===== src/rtl/uio_arbiter_if.sv =====
// Bundle of request, grant and pad signals shared by two requesters
// and the uio arbiter. The arbiter takes the slave side; whatever drives
// requests and pads (a bench or the surrounding chip) takes the master side.
interface uio_arbiter_if;
  logic [1:0] req_i;
  logic [1:0] we_i;
  logic [7:0] wdata0_i;
  logic [7:0] wdata1_i;
  logic [1:0] gnt_o;
  logic [1:0] valid_o;
  logic [7:0] rdata_o;
  logic [7:0] uio_in;
  logic [7:0] uio_out;
  logic [7:0] uio_oe;
  logic       busy_o;

  modport slave (
    input  req_i,
    input  we_i,
    input  wdata0_i,
    input  wdata1_i,
    input  uio_in,
    output gnt_o,
    output valid_o,
    output rdata_o,
    output uio_out,
    output uio_oe,
    output busy_o
  );

  modport master (
    output req_i,
    output we_i,
    output wdata0_i,
    output wdata1_i,
    output uio_in,
    input  gnt_o,
    input  valid_o,
    input  rdata_o,
    input  uio_out,
    input  uio_oe,
    input  busy_o
  );
endinterface


===== src/rtl/uio_arbiter.sv =====
// Two-requester round-robin arbiter for the shared 8-bit uio pad bus.
// Every ownership change passes through a one-cycle turnaround with the
// pads released, a grant lasts until the owner stops requesting or has
// taken MAX_BURST beats, and the transfer direction is frozen when the
// owner is chosen.
module uio_arbiter #(
  parameter int unsigned MAX_BURST = 8
) (
  input  logic          clk_i,
  input  logic          rst_ni,
  input  logic          ena,
  uio_arbiter_if.slave  bus
);

  localparam logic [1:0] IDLE  = 2'd0;
  localparam logic [1:0] TURN  = 2'd1;
  localparam logic [1:0] GRANT = 2'd2;

  localparam logic [8:0] BURST_LIMIT = 9'(MAX_BURST);

  logic [1:0] state_q, state_d;
  logic       owner_q, owner_d;
  logic       dir_q,   dir_d;
  logic       ptr_q,   ptr_d;
  logic [7:0] cnt_q,   cnt_d;
  logic [7:0] rdata_q, rdata_d;

  logic inGrant;
  logic ownerReq;
  logic otherReq;
  logic beat;
  logic writeBeat;
  logic lastBeat;
  logic relGrant;
  logic idlePick;

  // Qualify the current cycle: is the owner taking a beat, and does the grant end here
  always_comb begin
    inGrant   = (state_q == GRANT);
    ownerReq  = bus.req_i[owner_q];
    otherReq  = bus.req_i[~owner_q];
    beat      = inGrant && ena && ownerReq;
    writeBeat = beat && dir_q;
    lastBeat  = beat && (({1'b0, cnt_q} + 9'd1) == BURST_LIMIT);
    relGrant  = inGrant && ena && (!ownerReq || lastBeat);
    idlePick  = bus.req_i[ptr_q] ? ptr_q : ~ptr_q;
  end

  // Next-state logic: owner selection, turnaround, burst counting and release
  always_comb begin
    state_d = state_q;
    owner_d = owner_q;
    dir_d   = dir_q;
    ptr_d   = ptr_q;
    cnt_d   = cnt_q;
    rdata_d = rdata_q;
    if (!ena) begin
      state_d = IDLE;
      cnt_d   = 8'd0;
    end else begin
      case (state_q)
        IDLE: begin
          if (bus.req_i != 2'b00) begin
            owner_d = idlePick;
            dir_d   = bus.we_i[idlePick];
            state_d = TURN;
          end
        end
        TURN: begin
          state_d = GRANT;
        end
        GRANT: begin
          if (beat) begin
            cnt_d = cnt_q + 8'd1;
            if (!dir_q) begin
              rdata_d = bus.uio_in;
            end
          end
          if (relGrant) begin
            cnt_d = 8'd0;
            ptr_d = ~owner_q;
            if (otherReq) begin
              owner_d = ~owner_q;
              dir_d   = bus.we_i[~owner_q];
              state_d = TURN;
            end else begin
              state_d = IDLE;
            end
          end
        end
        default: begin
          state_d = IDLE;
        end
      endcase
    end
  end

  // State registers; reset drops to IDLE at once so the pads are released without a clock
  always_ff @(posedge clk_i or negedge rst_ni) begin
    if (!rst_ni) begin
      state_q <= IDLE;
      owner_q <= 1'b0;
      dir_q   <= 1'b0;
      ptr_q   <= 1'b0;
      cnt_q   <= 8'd0;
      rdata_q <= 8'h00;
    end else begin
      state_q <= state_d;
      owner_q <= owner_d;
      dir_q   <= dir_d;
      ptr_q   <= ptr_d;
      cnt_q   <= cnt_d;
      rdata_q <= rdata_d;
    end
  end

  // Output decode: grant from registered state, strobes and pad drive from the live beat
  always_comb begin
    bus.gnt_o   = inGrant ? (owner_q ? 2'b10 : 2'b01) : 2'b00;
    bus.valid_o = beat ? (owner_q ? 2'b10 : 2'b01) : 2'b00;
    bus.uio_oe  = writeBeat ? 8'hFF : 8'h00;
    bus.uio_out = writeBeat ? (owner_q ? bus.wdata1_i : bus.wdata0_i) : 8'h00;
    bus.rdata_o = rdata_q;
    bus.busy_o  = (state_q != IDLE);
  end

  // Structural invariants of the arbiter outputs
  property pGntOneHot;
    @(posedge clk_i) disable iff (!rst_ni) $onehot0(bus.gnt_o);
  endproperty
  property pValidInsideGrant;
    @(posedge clk_i) disable iff (!rst_ni) (bus.valid_o & ~bus.gnt_o) == 2'b00;
  endproperty
  property pOeAllOrNothing;
    @(posedge clk_i) disable iff (!rst_ni) (bus.uio_oe == 8'hFF) || (bus.uio_oe == 8'h00);
  endproperty
  property pLegalState;
    @(posedge clk_i) disable iff (!rst_ni) state_q != 2'd3;
  endproperty

  aGntOneHot:        assert property (pGntOneHot);
  aValidInsideGrant: assert property (pValidInsideGrant);
  aOeAllOrNothing:   assert property (pOeAllOrNothing);
  aLegalState:       assert property (pLegalState);

endmodule


===== src/flat_wrapper.sv =====
// flat-port wrapper written by rule: the top's interface ports become plain ports
module uio_arbiter_flat 
#(
  parameter int unsigned MAX_BURST = 8
)
  (clk_i, rst_ni, ena, bus_req_i, bus_we_i, bus_wdata0_i, bus_wdata1_i, bus_uio_in, bus_gnt_o, bus_valid_o, bus_rdata_o, bus_uio_out, bus_uio_oe, bus_busy_o);
  uio_arbiter_if bus_i ();
  input  logic clk_i;
  input  logic rst_ni;
  input  logic ena;
  input wire logic [$bits(bus_i.req_i)-1:0] bus_req_i;
  input wire logic [$bits(bus_i.we_i)-1:0] bus_we_i;
  input wire logic [$bits(bus_i.wdata0_i)-1:0] bus_wdata0_i;
  input wire logic [$bits(bus_i.wdata1_i)-1:0] bus_wdata1_i;
  input wire logic [$bits(bus_i.uio_in)-1:0] bus_uio_in;
  output wire logic [$bits(bus_i.gnt_o)-1:0] bus_gnt_o;
  output wire logic [$bits(bus_i.valid_o)-1:0] bus_valid_o;
  output wire logic [$bits(bus_i.rdata_o)-1:0] bus_rdata_o;
  output wire logic [$bits(bus_i.uio_out)-1:0] bus_uio_out;
  output wire logic [$bits(bus_i.uio_oe)-1:0] bus_uio_oe;
  output wire logic [$bits(bus_i.busy_o)-1:0] bus_busy_o;
  assign bus_i.req_i = bus_req_i;
  assign bus_i.we_i = bus_we_i;
  assign bus_i.wdata0_i = bus_wdata0_i;
  assign bus_i.wdata1_i = bus_wdata1_i;
  assign bus_i.uio_in = bus_uio_in;
  assign bus_gnt_o = bus_i.gnt_o;
  assign bus_valid_o = bus_i.valid_o;
  assign bus_rdata_o = bus_i.rdata_o;
  assign bus_uio_out = bus_i.uio_out;
  assign bus_uio_oe = bus_i.uio_oe;
  assign bus_busy_o = bus_i.busy_o;
  uio_arbiter #(.MAX_BURST(MAX_BURST)) u_core (.clk_i(clk_i), .rst_ni(rst_ni), .ena(ena), .bus(bus_i));
endmodule

===== config.mk =====
export PLATFORM = sky130hd
export DESIGN_NAME = uio_arbiter_flat
export DESIGN_NICKNAME = d
export VERILOG_FILES = /design/src/rtl/uio_arbiter_if.sv /design/src/rtl/uio_arbiter.sv /design/src/flat_wrapper.sv
export SDC_FILE = /design/constraint.sdc
export NUM_CORES = 1
export LEC_CHECK = 0
export ABC_AREA = 1
export CORE_MARGIN = 8
export CORE_UTILIZATION = 41
export DETAILED_ROUTE_END_ITERATION = 16
export PLACE_DENSITY = 0.81
export SETUP_SLACK_MARGIN = 0.05
export SYNTH_ARGS = -nofsm -noshare
export SYNTH_HDL_FRONTEND = slang
export SYNTH_SLANG_ARGS = --single-unit

===== constraint.sdc =====
create_clock -name clk_i -period 2.1 [get_ports clk_i]
set_clock_uncertainty 0.05 [all_clocks]
set_input_delay 0.21 -clock clk_i [delete_from_list [all_inputs] [get_ports clk_i]]
set_output_delay 0.21 -clock clk_i [all_outputs]
set_load 0.03 [all_outputs]

Yosys cells after proc, flatten, opt, wreduce, memory -nomap -nowiden
Index checks and enable logic that the tools add are counted.
{"block": "word_totals", "regBits": 21, "input_bits": 31, "out_inout_bits": 29, "elab_cells": 75}
{"block": "op_classes", "n_addsub": 2, "n_lt_le_gt_ge": 4, "n_eq_ne": 10, "muxes": 34, "n_bitwise": 3, "n_reduce_logical": 16}
{"op": "8-bit two-way mux", "n": 7}
{"op": "1-bit two-way mux", "n": 18}
{"op": "2-bit two-way mux", "n": 6}
{"op": "8-bit by 1-bit adder with 9-bit output (second input constant)", "n": 1}
{"op": "9-bit by 4-bit equality test with 1-bit output (second input constant)", "n": 1}
{"op": "8-bit by 1-bit adder with 8-bit output (second input constant)", "n": 1}
{"op": "1-bit by 2-bit less-than comparator with 1-bit output (second input constant)", "n": 4}
{"op": "2-bit one-hot mux with 3 select lines", "n": 1}
{"op": "2-bit nonzero test", "n": 3}
{"op": "1-bit logical AND", "n": 5}
{"op": "5-bit AND reduction", "n": 1}
{"op": "2-bit by 1-bit inequality test with 1-bit output (second input constant)", "n": 2}
{"op": "2-bit inequality test (second input constant)", "n": 2}
{"op": "1-bit one-hot mux with 2 select lines", "n": 2}
{"op": "2-bit AND reduction", "n": 2}
{"op": "4-bit AND reduction", "n": 1}
{"op": "3-bit by 1-bit inequality test with 1-bit output (second input constant)", "n": 1}
{"op": "3-bit by 2-bit inequality test with 1-bit output (second input constant)", "n": 1}
{"op": "3-bit inequality test (second input constant)", "n": 1}
{"op": "1-bit inverter", "n": 3}
{"op": "3-bit AND reduction", "n": 1}
{"op": "2-bit by 1-bit equality test with 1-bit output (second input constant)", "n": 1}
{"op": "2-bit equality test (second input constant)", "n": 1}
{"op": "2-bit zero test", "n": 1}
{"op": "other kinds (2)", "n": 2}

Depth between registers and ports, before layout
{"block": "logic_depth", "word_depth": 9, "depth_mapped": 11, "mapped_depth_nobuf": 11}

Worst setup path before layout
Ideal clock, no wire load.
{"block": "synth_path", "path_kind": "register -> output", "startpoint": "register u_core.state_q[0]", "endpoint": "output bus_uio_out[0]", "arrival_ns": 1.433, "required_ns": 1.840, "slack_ns": 0.407, "path_stages_with_launch": 6, "n_path_buf": 0, "path_cell_list": "dfrtp_1 inv_1 nand2_1 nor2_4 nand3_1 a21oi_1"}
{"block": "synth_between", "elab_chain_cells": 5}
{"item": "from (decl)", "line": "uio_arbiter.sv:21", "text": "logic [1:0] state_q, state_d;"}
{"item": "from (signal assigned)", "line": "uio_arbiter.sv:108", "text": "state_q <= state_d;"}
{"item": "2-bit equality test", "line": "uio_arbiter.sv:39", "text": "inGrant = (state_q == GRANT);"}
{"item": "1-bit logical AND (2 in a row)", "line": "uio_arbiter.sv:42", "text": "beat = inGrant && ena && ownerReq;"}
{"item": "1-bit logical AND", "line": "uio_arbiter.sv:43", "text": "writeBeat = beat && dir_q;"}
{"item": "8-bit two-way mux", "line": "uio_arbiter.sv:122", "text": "bus.uio_out = writeBeat ? (owner_q ? bus.wdata1_i : bus.wdata0_i) : 8'h00;"}
{"item": "to (decl)", "line": "flat_wrapper.sv:19", "text": "output wire logic [$bits(bus_i.uio_out)-1:0] bus_uio_out;"}
No other way between the ends.

Final worst setup path
{"block": "layout_path", "startpoint": "register u_core.cnt_q[0]", "endpoint": "register u_core.cnt_q[0]"}
{"block": "layout_between", "elab_chain_cells": 8, "elab_cells_between_ends": 12, "cone_classes": "2 x add/sub; 2 x eq/ne; 4 x mux; 4 x reduce/logical"}
{"item": "from (decl)", "line": "uio_arbiter.sv:25", "text": "logic [7:0] cnt_q, cnt_d;"}
{"item": "from (signal assigned)", "line": "uio_arbiter.sv:112", "text": "cnt_q <= cnt_d;"}
{"item": "8-bit by 1-bit adder with 9-bit output", "line": "uio_arbiter.sv:44", "text": "lastBeat = beat && (({1'b0, cnt_q} + 9'd1) == BURST_LIMIT);"}
{"item": "9-bit by 4-bit equality test with 1-bit output", "line": "uio_arbiter.sv:44"}
{"item": "1-bit logical AND", "line": "uio_arbiter.sv:44"}
{"item": "1-bit logical OR", "line": "uio_arbiter.sv:45", "text": "relGrant = inGrant && ena && (!ownerReq || lastBeat);"}
{"item": "1-bit logical AND", "line": "uio_arbiter.sv:45"}
{"item": "8-bit two-way mux", "line": "uio_arbiter.sv:79", "text": "if (relGrant) begin"}
{"item": "8-bit two-way mux", "line": "uio_arbiter.sv:61", "text": "case (state_q)"}
{"item": "8-bit two-way mux", "line": "uio_arbiter.sv:57", "text": "if (!ena) begin"}
Parallel ways exist; a longest one is shown, timed or not. The select of a mux whose other input is x is not followed.
A chain may end at the register's enable or synchronous reset.

==> key figures <==
Layout
  • Register area: 528 um^2
  • Ant. Diodes: 0
  • Layout cells sized above 1: 0.211
  • Post-route non-filler standard cell count: 272
  • Area Growth Syn to Fin: 46.7%
  • Final nets: 261
  • Multi-input gate area: 604 um^2
  • Filler cell count: 264
  • Post-route cell area: 1900 um^2

Synth
  • Synth area leaders: dfrtp_1, nand2_1, mux2_2, inv_1, buf_4
  • Yosys reg bits: 21
  • Synth Net Count: 202
  • Register area share after synthesis: 0.406
  • Async set-reset flop share out of synthesis: 1.00
  • Netlist cell types: 24
  • Syn_area_per_cell: 7.62 um^2
  • Predominant post-synthesis flop cell: dfrtp_1
  • Syn Std Cell Area: 1290 um^2
  • Post-synth top cells: nand2_1, inv_1, dfrtp_1
  • Synthesized instance count: 170
  • EDFF count, synth: 0
  • Top-area cell type share of the netlist area: 0.406
  • Ys Warns: 0
  • Dominant cell type by area after synthesis: dfrtp_1
  • Most numerous cell in the Yosys netlist: nand2_1

Clocking
  • Clk buf depth: 2
  • Root buf cell: clkbuf_4
  • CTS sink cnt: 21
  • Worst-skew pair later-pin latency: 0.31 ns
  • H-tree levels: 1
  • CTS tree: done
  • Clock slew at reported path FFs: 0.12 ns
  • Hold Buf Count CTS: 0
  • CTS buffer count: 3

Die
  • Core ar.: 3030 um^2
  • Ports: 60
  • Die Height: 72.2 um
  • DIE AREA: 5210 um^2
  • Cell row count: 20
  • Initial Util: 0.428
  • Die Wd: 72.2 um

Setup path
  • CP max stage delay: 0.43 ns
  • Worst-path fanout max: 9
  • Worst-case reg-to-reg path depth: 10
  • Critical Path Source Type: register
  • Crit path arrival time: 2.07 ns
  • Critical-path top delay cell: dfrtp_2
  • Crit end category: register
  • Worst Path Required: 2.28 ns
  • Cell mode on critical path: nand2_1
  • Kind of critical path: reg -> reg
  • Critical Path, Cell by Cell: ha_1, nand2_1, nor2_1, nand2_1, nand2_1, nor2_1, nand3_1, nand3_2, buf_4, o21ai_0

Pwr
  • Peak supply drop: 0.000822 V
  • Power Dens Cells: 857 nW/um^2
  • Sequential power share: 0.370
  • Clk pwr share: 0.125
  • Switching Fraction: 0.407
  • Logic gate share of total power: 0.505
  • Leak: 0.888 nW
  • Pint: 964 uW
  • Sw Pwr: 663 uW
  • Tot Pwr: 1.63 mW

Global route
  • First-pass GRT wire length: 5.72 mm
  • GRT Total Usage: 0.135
  • Largest net degree at the start of global routing: 22
  • Vias in the first global route: 1,199
  • Antenna violations before repair: 0
  • GRT overflow: 0

Timing
  • Final setup TNS: 0 ns
  • Least-Margin Pin Slew: 0.324 ns
  • RSZ-0062 raised after global routing: yes
  • Period minus WS final: 1.89 ns
  • Normalized max-slew margin: 0.783
  • Final worst path period share: 0.900
  • Final setup vio count: 0
  • Max Clk Rate: 529 MHz
  • Final hold vios: 0
  • Max-slew violation count: 0

Drt
  • DRT iter0 DRCs: 50
  • WL/cell: 12.4 um
  • Post-DRT Antenna Nets: 0
  • Vias post-DR: 1,219
  • Pre-Repair DR Iteration Count: 4
  • # DRC: 0
  • DRT Wirelength: 3.39 mm
  • Vias per inst: 4.48

Outcome
  • Status: completed

Placement
  • Placer Congestion: 0.757
  • Dpl cells: 266
  • Hpwl dp: 2.70 mm
  • I/O Buffers: 59
  • Post-placement cell area: 1850 um^2

Job
  • Maximum capacitance violations: 0

Hold path
  • Hold Path Class: in -> async
[metal layers]
layer  up-vias  track usage  wire length [um]
met3         2       0.0482               169
li1        653            -                 -
met1       543        0.170              1490
met4         0       0.0272                18
met2        21        0.217              1710
met5         -            0                 0
[power by group through the flow]
stage / clock [mW] / sequential [mW] / combinational, mW
floorplan: 0 / 0.753 / 0.315
global placement: 0 / 0.618 / 0.777
detailed placement: 0 / 0.617 / 0.785
CTS: 0.214 / 0.616 / 0.784
global route: 0.231 / 0.622 / 0.898
finish: 0.203 / 0.603 / 0.822
[state kept, by name, summed over array words and instances (netlist names)]
register,flops
u_core.bus.rdata_o,8
u_core.cnt_q,8
u_core.state_q,2
u_core.dir_q,1
u_core.owner_q,1
u_core.ptr_q,1
[worst paths after layout]
path / endpoint / slack (ns) / from
max: u_core.cnt_q[0] / 0.21 / u_core.cnt_q[0]
max in group asynchronous: u_core.owner_q / 1.59 / rst_ni
min: u_core.cnt_q[6] / 0.17 / rst_ni
min reg2reg: u_core.bus.rdata_o[4] / 0.47 / u_core.bus.rdata_o[4]
max reg2reg: u_core.cnt_q[0] / 0.21 / u_core.cnt_q[0]
min in group clk_i: u_core.bus.rdata_o[0] / 0.46 / bus_uio_in[0]
[metrics by stage]
| step | setup slack [ns] | hold WS, ns | utilization |
|---|---|---|---|
| floorplan | 0.407 | -0.136 | - |
| detailed placement | 0.212 | 0.444 | 0.610 |
| CTS | 0.0550 | 0.177 | 0.619 |
| global placement | 0.222 | 0.440 | 0.610 |
| finish | 0.209 | 0.175 | 0.627 |
| global route | 0.0128 | 0.200 | 0.627 |
[repair_timing]
action,CTS,global route
gates resized for setup,3,4
setup buffers,0,2
endpoints found under the setup margin,10,21
[placed cells by master, fill, tap and decap left out, types with 3 or more instances in the layout]
| cell type | instances |
|---|---|
| a21oi_1 | 11 |
| inv_1 | 21 |
| buf_4 | 25 |
| nand3_1 | 9 |
| dfrtp_1 | 19 |
| nand2_1 | 48 |
| o21ai_0 | 3 |
| nor2_1 | 13 |
| o22ai_1 | 6 |
| clkdlybuf4s50_1 | 39 |
| mux2_2 | 8 |
| nand4_1 | 4 |
| clkbuf_4 | 3 |
| nand2_2 | 3 |
[layout make-up]
cell class / count / share of cell area
flip-flops and latches: 21 / 0.278
well taps: 44 / 0.0290
repair buffers: 66 / 0.314
clock buffers: 3 / 0.0119
clock inverters: 1 / 0.00395
inverters: 22 / 0.0455
multi-input cells: 115 / 0.318
[critical path, delay by kind of cell, from the launching register on]
family | cells | cell delay [ns]
AND/OR/NAND/NOR | 7 | 0.71
flip-flops | 1 | 0.43
adder cells (fa/ha/maj) | 1 | 0.25
buffers and inverters | 1 | 0.22
AO/OA/AOI/OAI | 1 | 0.15
[logic make-up after synthesis]
logic type | count (synthesis) | share of synthesized area
mux | 8 | 0.0696
compound gates | 24 | 0.105
flops | 21 | 0.406
xor+xnor | 1 | 0.00676
simple gates | 81 | 0.271
fa+ha+maj | 1 | 0.00966
buf+inv | 34 | 0.131
Note: power is estimated with default switching activity, not from simulation.
